===== config.mk =====
export PLATFORM = sky130hd
export DESIGN_NAME = tf_delay_line_flat
export DESIGN_NICKNAME = d
export VERILOG_FILES = /design/src/rtl/tf_delay_line_if.sv /design/src/rtl/tf_delay_line.sv /design/src/flat_wrapper.sv
export SDC_FILE = /design/constraint.sdc
export NUM_CORES = 2
export LEC_CHECK = 0
export CAP_MARGIN = 20
export CORE_ASPECT_RATIO = 1.25
export CORE_MARGIN = 2
export CORE_UTILIZATION = 31
export DETAILED_ROUTE_END_ITERATION = 8
export GPL_TIMING_DRIVEN = 0
export MAX_ROUTING_LAYER = met4
export PLACE_DENSITY = 0.58
export SYNTH_ARGS = -nofsm -noshare
export SYNTH_HDL_FRONTEND = slang
export SYNTH_SLANG_ARGS = --single-unit

===== constraint.sdc =====
create_clock -name clk -period 2.65 [get_ports clk]
set_clock_uncertainty 0.15 [all_clocks]
set_input_delay 0.53 -clock clk [delete_from_list [all_inputs] [get_ports clk]]
set_output_delay 0.53 -clock clk [all_outputs]
set_load 0.1 [all_outputs]

===== src/rtl/tf_delay_line_if.sv =====
// Bundle of the twiddle delay-line stream, control and status signals.
// The master side feeds twiddles/modulus and control; the slave side is the
// delay line itself.
interface tf_delay_line_if #(
    parameter int NUM_CH = 16,
    parameter int DW     = 16,
    parameter int CW     = 4
);
    logic                   in_valid;
    logic [NUM_CH*DW-1:0]   tf_in;
    logic [DW-1:0]          mod_in;
    logic                   stall;
    logic                   flush;
    logic                   cfg_we;
    logic [CW-1:0]          delay_cfg;
    logic                   out_valid;
    logic [NUM_CH*DW-1:0]   tf_out;
    logic [DW-1:0]          mod_out;
    logic                   busy;
    logic [CW-1:0]          active_delay;
    logic                   cfg_err;

    modport master (
        output in_valid, tf_in, mod_in, stall, flush, cfg_we, delay_cfg,
        input  out_valid, tf_out, mod_out, busy, active_delay, cfg_err
    );

    modport slave (
        input  in_valid, tf_in, mod_in, stall, flush, cfg_we, delay_cfg,
        output out_valid, tf_out, mod_out, busy, active_delay, cfg_err
    );
endinterface


===== src/rtl/tf_delay_line.sv =====
// Multi-channel twiddle-factor delay line. Holds MAX_DEPTH stages of
// {valid, twiddles, modulus} and taps the stage selected by active_delay,
// or bypasses combinationally when the delay is zero. The delay can only be
// changed while the pipe is empty and not stalled, so no stale entry can
// ever appear at a new tap.
`ifndef D_width
`define D_width 16
`endif

module tf_delay_line #(
    parameter int NUM_CH        = 16,
    parameter int DW            = `D_width,
    parameter int MAX_DEPTH     = 8,
    parameter int DEFAULT_DELAY = 3,
    parameter int CW            = $clog2(MAX_DEPTH + 1)
) (
    input  logic           clk,
    input  logic           rst,
    tf_delay_line_if.slave bus
);

    localparam int TW = NUM_CH * DW;

    // Clamp a requested delay to the physical depth.
    function automatic logic [CW-1:0] clamp_delay(input logic [CW-1:0] req);
        logic [CW-1:0] res;
        if (req > CW'(MAX_DEPTH)) begin
            res = CW'(MAX_DEPTH);
        end else begin
            res = req;
        end
        return res;
    endfunction

    logic [MAX_DEPTH-1:0] valid_r;
    logic [TW-1:0]        tf_r  [MAX_DEPTH];
    logic [DW-1:0]        mod_r [MAX_DEPTH];
    logic [CW-1:0]        active_delay_r;
    logic                 cfg_err_r;

    logic                 busy_s;
    logic                 advance_s;
    logic                 cfg_ok_s;
    logic                 cfg_over_s;
    logic                 tap_valid_s;
    logic [TW-1:0]        tap_tf_s;
    logic [DW-1:0]        tap_mod_s;
    logic                 out_valid_s;
    logic [TW-1:0]        tf_out_s;
    logic [DW-1:0]        mod_out_s;

    assign busy_s     = |valid_r;
    assign advance_s  = ~bus.stall & ~bus.flush;
    // Acceptance uses the busy value seen before any flush on the same edge.
    assign cfg_ok_s   = ~busy_s & ~bus.stall;
    assign cfg_over_s = (bus.delay_cfg > CW'(MAX_DEPTH));

    // Valid bits: cleared by flush, shifted on advance, held on stall.
    always_ff @(posedge clk or negedge rst) begin
        if (!rst) begin
            valid_r <= '0;
        end else if (bus.flush) begin
            valid_r <= '0;
        end else if (advance_s) begin
            valid_r[0] <= bus.in_valid;
            for (int k = 1; k < MAX_DEPTH; k++) begin
                valid_r[k] <= valid_r[k-1];
            end
        end else begin
            valid_r <= valid_r;
        end
    end

    // Data stages: shift on advance only; flush leaves the data untouched.
    always_ff @(posedge clk or negedge rst) begin
        if (!rst) begin
            for (int k = 0; k < MAX_DEPTH; k++) begin
                tf_r[k]  <= '0;
                mod_r[k] <= '0;
            end
        end else if (advance_s) begin
            tf_r[0]  <= bus.tf_in;
            mod_r[0] <= bus.mod_in;
            for (int k = 1; k < MAX_DEPTH; k++) begin
                tf_r[k]  <= tf_r[k-1];
                mod_r[k] <= mod_r[k-1];
            end
        end else begin
            for (int k = 0; k < MAX_DEPTH; k++) begin
                tf_r[k]  <= tf_r[k];
                mod_r[k] <= mod_r[k];
            end
        end
    end

    // Guarded delay reconfiguration and the one-cycle error pulse.
    always_ff @(posedge clk or negedge rst) begin
        if (!rst) begin
            active_delay_r <= CW'(DEFAULT_DELAY);
            cfg_err_r      <= 1'b0;
        end else if (bus.cfg_we) begin
            if (cfg_ok_s) begin
                active_delay_r <= clamp_delay(bus.delay_cfg);
                cfg_err_r      <= cfg_over_s;
            end else begin
                active_delay_r <= active_delay_r;
                cfg_err_r      <= 1'b1;
            end
        end else begin
            active_delay_r <= active_delay_r;
            cfg_err_r      <= 1'b0;
        end
    end

    // One-hot AND-OR tap select of stage active_delay (1-based).
    always_comb begin
        tap_valid_s = 1'b0;
        tap_tf_s    = '0;
        tap_mod_s   = '0;
        for (int k = 0; k < MAX_DEPTH; k++) begin
            tap_valid_s = tap_valid_s | (valid_r[k] & (active_delay_r == CW'(k + 1)));
            tap_tf_s    = tap_tf_s  | (tf_r[k]  & {TW{active_delay_r == CW'(k + 1)}});
            tap_mod_s   = tap_mod_s | (mod_r[k] & {DW{active_delay_r == CW'(k + 1)}});
        end
    end

    // Zero delay bypasses the stages; otherwise present the tapped stage.
    always_comb begin
        out_valid_s = 1'b0;
        tf_out_s    = '0;
        mod_out_s   = '0;
        if (active_delay_r == '0) begin
            out_valid_s = bus.in_valid & advance_s;
            tf_out_s    = bus.tf_in;
            mod_out_s   = bus.mod_in;
        end else begin
            out_valid_s = tap_valid_s;
            tf_out_s    = tap_tf_s;
            mod_out_s   = tap_mod_s;
        end
    end

    assign bus.out_valid    = out_valid_s;
    assign bus.tf_out       = tf_out_s;
    assign bus.mod_out      = mod_out_s;
    assign bus.busy         = busy_s;
    assign bus.active_delay = active_delay_r;
    assign bus.cfg_err      = cfg_err_r;

endmodule


===== src/flat_wrapper.sv =====
// flat-port wrapper written by rule: the top's interface ports become plain ports
module tf_delay_line_flat 
#(
    parameter int NUM_CH        = 16,
    parameter int DW            = `D_width,
    parameter int MAX_DEPTH     = 8,
    parameter int DEFAULT_DELAY = 3,
    parameter int CW            = $clog2(MAX_DEPTH + 1)
)
  (clk, rst, bus_in_valid, bus_tf_in, bus_mod_in, bus_stall, bus_flush, bus_cfg_we, bus_delay_cfg, bus_out_valid, bus_tf_out, bus_mod_out, bus_busy, bus_active_delay, bus_cfg_err);
  tf_delay_line_if #(.NUM_CH(NUM_CH), .DW(DW), .CW(CW)) bus_i ();
  input  logic clk;
  input  logic rst;
  input wire logic [$bits(bus_i.in_valid)-1:0] bus_in_valid;
  input wire logic [$bits(bus_i.tf_in)-1:0] bus_tf_in;
  input wire logic [$bits(bus_i.mod_in)-1:0] bus_mod_in;
  input wire logic [$bits(bus_i.stall)-1:0] bus_stall;
  input wire logic [$bits(bus_i.flush)-1:0] bus_flush;
  input wire logic [$bits(bus_i.cfg_we)-1:0] bus_cfg_we;
  input wire logic [$bits(bus_i.delay_cfg)-1:0] bus_delay_cfg;
  output wire logic [$bits(bus_i.out_valid)-1:0] bus_out_valid;
  output wire logic [$bits(bus_i.tf_out)-1:0] bus_tf_out;
  output wire logic [$bits(bus_i.mod_out)-1:0] bus_mod_out;
  output wire logic [$bits(bus_i.busy)-1:0] bus_busy;
  output wire logic [$bits(bus_i.active_delay)-1:0] bus_active_delay;
  output wire logic [$bits(bus_i.cfg_err)-1:0] bus_cfg_err;
  assign bus_i.in_valid = bus_in_valid;
  assign bus_i.tf_in = bus_tf_in;
  assign bus_i.mod_in = bus_mod_in;
  assign bus_i.stall = bus_stall;
  assign bus_i.flush = bus_flush;
  assign bus_i.cfg_we = bus_cfg_we;
  assign bus_i.delay_cfg = bus_delay_cfg;
  assign bus_out_valid = bus_i.out_valid;
  assign bus_tf_out = bus_i.tf_out;
  assign bus_mod_out = bus_i.mod_out;
  assign bus_busy = bus_i.busy;
  assign bus_active_delay = bus_i.active_delay;
  assign bus_cfg_err = bus_i.cfg_err;
  tf_delay_line #(.NUM_CH(NUM_CH), .DW(DW), .MAX_DEPTH(MAX_DEPTH), .DEFAULT_DELAY(DEFAULT_DELAY), .CW(CW)) u_core (.clk(clk), .rst(rst), .bus(bus_i));
endmodule

==> impl_results.html <==
<table>
<tr><th>Metric</th><th>Value</th></tr>
<tr><th colspan="2">Die</th></tr>
<tr><td>Die footprint</td><td>about 0.31 mm2</td></tr>
<tr><td>Starting density of the core</td><td>a little under a third</td></tr>
<tr><td>Core ar.</td><td>0.308 mm2</td></tr>
<tr><td>Std-Cell Rows</td><td>between 200 and 250</td></tr>
<tr><td>I/O pin count</td><td>~560</td></tr>
<tr><td>Die span in y</td><td>approximately 630 um</td></tr>
<tr><td>Die outline width</td><td>~500 um</td></tr>
<tr><th colspan="2">Drt</th></tr>
<tr><td>Count of vias placed by the detailed router</td><td>~85,000</td></tr>
<tr><td>Number of detailed-route iterations in the first pass</td><td>6</td></tr>
<tr><td>Detailed-route DRC error count</td><td>0</td></tr>
<tr><td>Routed WL per cell</td><td>between 20 and 30 um</td></tr>
<tr><td>Wire length after detailed routing</td><td>between 400,000 and 500,000 um</td></tr>
<tr><td>Remaining antenna violation count</td><td>0</td></tr>
<tr><td>Routed via count divided by cell count</td><td>5.19</td></tr>
<tr><td>Number of design-rule violations left by the first detailed-router iteration</td><td>8,956</td></tr>
<tr><th colspan="2">Critical path</th></tr>
<tr><td>Kind of end point of the critical path</td><td>primary output</td></tr>
<tr><td>Cell count of the worst reg-to-reg path</td><td>4</td></tr>
<tr><td>Worst setup path class</td><td>flop to primary output</td></tr>
<tr><td>Crit Path Max Fanout</td><td>10</td></tr>
<tr><td>Required arrival time at the worst endpoint</td><td>1970 ps</td></tr>
<tr><td>Worst setup SP type</td><td>flop</td></tr>
<tr><td>Data arrival at the endpoint of the critical path</td><td>between 3000 and 4000 ps</td></tr>
<tr><th colspan="2">STA</th></tr>
<tr><td>Setup WS post-layout</td><td>-1570 ps</td></tr>
<tr><td>RSZ-0062 raised after global routing</td><td>true</td></tr>
<tr><td>Transition time at the pin with the least slew margin</td><td>1140 ps</td></tr>
<tr><td>Worst relative slew slack</td><td>about a quarter</td></tr>
<tr><td>Setup tns final</td><td>-1,720,870 ps</td></tr>
<tr><td>Ratio of final minimum period to clock period</td><td>159%</td></tr>
<tr><td>Peak Freq</td><td>approximately 240 MHz</td></tr>
<tr><td>Post-Route Hold Slack</td><td>-617 ps</td></tr>
<tr><td>Hold violation count in the final report</td><td>~190</td></tr>
<tr><td>Final setup violation count</td><td>3,149</td></tr>
<tr><td>Final period demand of the worst path</td><td>~4200 ps</td></tr>
<tr><td>Final count of pins violating max slew</td><td>0</td></tr>
<tr><th colspan="2">CTS</th></tr>
<tr><td>Number of clock buffers inserted by TritonCTS</td><td>roughly 240</td></tr>
<tr><td>CTS root buffer</td><td>sky130_fd_sc_hd__clkbuf_16</td></tr>
<tr><td>Register clock-pin slew on the reported worst setup and hold paths</td><td>approximately 60 ps</td></tr>
<tr><td>Clock insertion delay at the later pin of the skew report</td><td>roughly 940 ps</td></tr>
<tr><td>Clock net sink count</td><td>~2,200</td></tr>
<tr><td>CTS H-Tree Depth</td><td>4</td></tr>
<tr><td>Clock Tree Buf Depth</td><td>4</td></tr>
<tr><td>Hold-fix buffer count after cts</td><td>between 100 and 150</td></tr>
<tr><td>CTS tree</td><td>done</td></tr>
<tr><th colspan="2">Job</th></tr>
<tr><td>Count of max-cap constraint violations</td><td>0</td></tr>
<tr><th colspan="2">Global routing</th></tr>
<tr><td>Total Routing Usage GR</td><td>between 20% and 30%</td></tr>
<tr><td>Wire length of the first global-routing pass</td><td>a little under 600,000 um</td></tr>
<tr><td>Grt total ovfl</td><td>0</td></tr>
<tr><td>Initial antenna violation count</td><td>45</td></tr>
<tr><td>Maximum number of pins on one net before global-route repair</td><td>170</td></tr>
<tr><td>Number of global-route vias before repair</td><td>83,434</td></tr>
<tr><th colspan="2">Place</th></tr>
<tr><td>Post-detail-place hpwl</td><td>between 200,000 and 300,000 um</td></tr>
<tr><td>IO Port Bufs</td><td>~560</td></tr>
<tr><td>Inst Count DP</td><td>15,808</td></tr>
<tr><td>Final weighted congestion in routability-driven placement</td><td>between 0.8 and 0.9</td></tr>
<tr><th colspan="2">Cells and area</th></tr>
<tr><td>Commonest cells after routing, fill and taps aside</td><td>sky130_fd_sc_hd__nand2_1 (6,531), sky130_fd_sc_hd__dfrtp_1 (2,185), sky130_fd_sc_hd__a22o_1 (519), sky130_fd_sc_hd__a221oi_2 (364), sky130_fd_sc_hd__buf_2 (314)</td></tr>
<tr><td>Number of inserted filler cells in the final layout</td><td>29,828</td></tr>
<tr><td>Most frequent standard cell in the layout excluding fill and tap cells</td><td>sky130_fd_sc_hd__nand2_1</td></tr>
<tr><td>Cell Count, Final, Fillers Out</td><td>16,446</td></tr>
<tr><td>Layout-stage area growth over the synthesis result</td><td>35.2%</td></tr>
<tr><td>Core Util, Final</td><td>between 40% and 50%</td></tr>
<tr><td>Proportion of layout cells with a drive suffix above 1</td><td>between 15 and 20%</td></tr>
<tr><td>Nets</td><td>between 10,000 and 15,000</td></tr>
<tr><th colspan="2">Hold path</th></tr>
<tr><td>Hold WC Path Type</td><td>primary input to asynchronous set/reset pin</td></tr>
<tr><th colspan="2">Logic synthesis</th></tr>
<tr><td>Number of unique standard cell types used by synthesis</td><td>34</td></tr>
<tr><td>Number of enable-type register cells in the synthesized netlist</td><td>0</td></tr>
<tr><td>Main synth FF type</td><td>sky130_fd_sc_hd__dfrtp_1</td></tr>
<tr><td>Average cell area after synthesis</td><td>8.55 um2</td></tr>
<tr><td>Post-synth net total</td><td>about 11,000</td></tr>
<tr><td>Number of synthesized register bits</td><td>2,189</td></tr>
<tr><td>Share of the synthesized area in the top cell type</td><td>between 50 and 60%</td></tr>
<tr><td>Part of the Yosys area used for sequential elements</td><td>57.2%</td></tr>
<tr><td>Cell type contributing the most total cell area after synthesis</td><td>sky130_fd_sc_hd__dfrtp_1</td></tr>
<tr><td>Synth async-reset ratio</td><td>100%</td></tr>
<tr><td>Ys Warns</td><td>0</td></tr>
<tr><td>Number of instances in the synthesized netlist</td><td>11,193</td></tr>
<tr><td>Combined area of all synthesized cells</td><td>0.0957 mm2</td></tr>
<tr><td>Ranking of synthesized cells by area</td><td>sky130_fd_sc_hd__dfrtp_1 (57%), sky130_fd_sc_hd__nand2_1 (26%), sky130_fd_sc_hd__a22o_1 (5.0%)</td></tr>
<tr><th colspan="2">Power</th></tr>
<tr><td>Peak supply drop</td><td>roughly 730 uV</td></tr>
<tr><td>Lkg Pwr</td><td>~64 nW</td></tr>
<tr><td>Power, Total</td><td>roughly 120 mW</td></tr>
<tr><td>Ratio of total power to cell area</td><td>905 mW/mm2</td></tr>
<tr><th colspan="2">Status</th></tr>
<tr><td>Outcome</td><td>complete, but fails checks</td></tr>
<tr><td>Failing checks</td><td>hold timing, setup timing</td></tr>
</table>
final timing paths:
kind,start,endpoint,slack (ps)
max reg2reg,u_core.valid_r[2]$_DFFE_PN0P_,u_core.bus.active_delay[2]$_DFFE_PN0P_,680
max,u_core.bus.active_delay[0]$_DFFE_PN1P_,bus_tf_out[84],-1570
min in group clk,bus_tf_in[194],u_core.tf_r[1986]$_DFFE_PN0P_,70
max in group asynchronous,rst,u_core.bus.active_delay[2]$_DFFE_PN0P_,-870
min reg2reg,u_core.mod_r[62]$_DFFE_PN0P_,u_core.mod_r[46]$_DFFE_PN0P_,300
min,rst,u_core.tf_r[1858]$_DFFE_PN0P_,-620
per-stage QoR:
stage          setup WS (ps)  instance area, um2
5_1_grt                -1590              129000
3_3_place_gp         -120860              111000
4_1_cts                -1620              127000
3_5_place_dp           -2800              112000
2_1_floorplan           -406              100000
6_report               -1570              129000
kinds of logic (layout without fill, tap and decap cells):
family                 after synthesis  count (layout)  share of synthesized area (%)
AND/OR/NAND/NOR                   6835            6835                           26.9
flip-flops                        2189            2189                           57.2
AO/OA/AOI/OAI                     1367            1367                           11.9
buffers and inverters              789            1997                           3.84
multiplexers                        13              13                          0.142
other                                0              20                              0
report_power, final:
group | internal (mW) | switching, mW | total, mW
Combinational | 12.1 | 24.8 | 36.9
Sequential | 39.6 | 6.24 | 45.8
Clock | 19.9 | 14.6 | 34.5
Total | 71.6 | 45.6 | 117
registers in the layout (all words and copies together) (netlist names):
name and cells:
u_core.tf_r 2048, u_core.mod_r 128, u_core.valid_r 8, u_core.bus.active_delay 4, u_core.bus.cfg_err 1
layout make-up:
class	count	area, um2	area share, %
Sequential cell	2189	54800	42.3
Multi-Input combinational cell	8215	45400	35.1
Timing Repair Buffer	791	10300	7.92
Clock buffer	357	7150	5.52
Buffer	782	6000	4.64
Tap cell	4025	5040	3.89
Clock inverter	67	788	0.609
Antenna cell	20	50.0	0.0387
layer usage:
layer | up-vias | track usage [%] | wire [um]
met5 | - | - | 0
met4 | 0 | 11.7 | 20000
met3 | 752 | 4.24 | 30300
met2 | 3314 | 41.2 | 193000
met1 | 42494 | 34.3 | 171000
li1 | 38843 | - | -
cells in the mapped netlist, drive strengths merged, types with 2 or more instances:
master  count
nor2      283
dfrtp    2187
nand3b      4
mux2        5
a221oi    544
nor4        2
mux2i       8
dfstp       2
buf       529
nand2    6532
nor2b       3
a22o      544
nor4b       4
a31oi     272
clkbuf    260
critical path, cell delays in order, from the launching register on:
cell	delay (ps)
sky130_fd_sc_hd__dfstp_4	540
sky130_fd_sc_hd__buf_12	160
sky130_fd_sc_hd__and4b_2	280
sky130_fd_sc_hd__buf_12	170
sky130_fd_sc_hd__buf_16	200
sky130_fd_sc_hd__buf_8	170
sky130_fd_sc_hd__buf_12	150
sky130_fd_sc_hd__a221oi_2	520
sky130_fd_sc_hd__a31oi_4	170
sky130_fd_sc_hd__buf_12	200
what timing repair did:
item | in CTS | in global routing
gates cloned | 10 | 4
buffers inserted | 43 | 17
gates resized for setup | 2787 | 509
endpoints found under the setup margin | 3306 | 3450
pin swaps | 48 | 65
endpoints found under the hold margin | 359 | 98
Note: power is estimated with default switching activity, not from simulation.
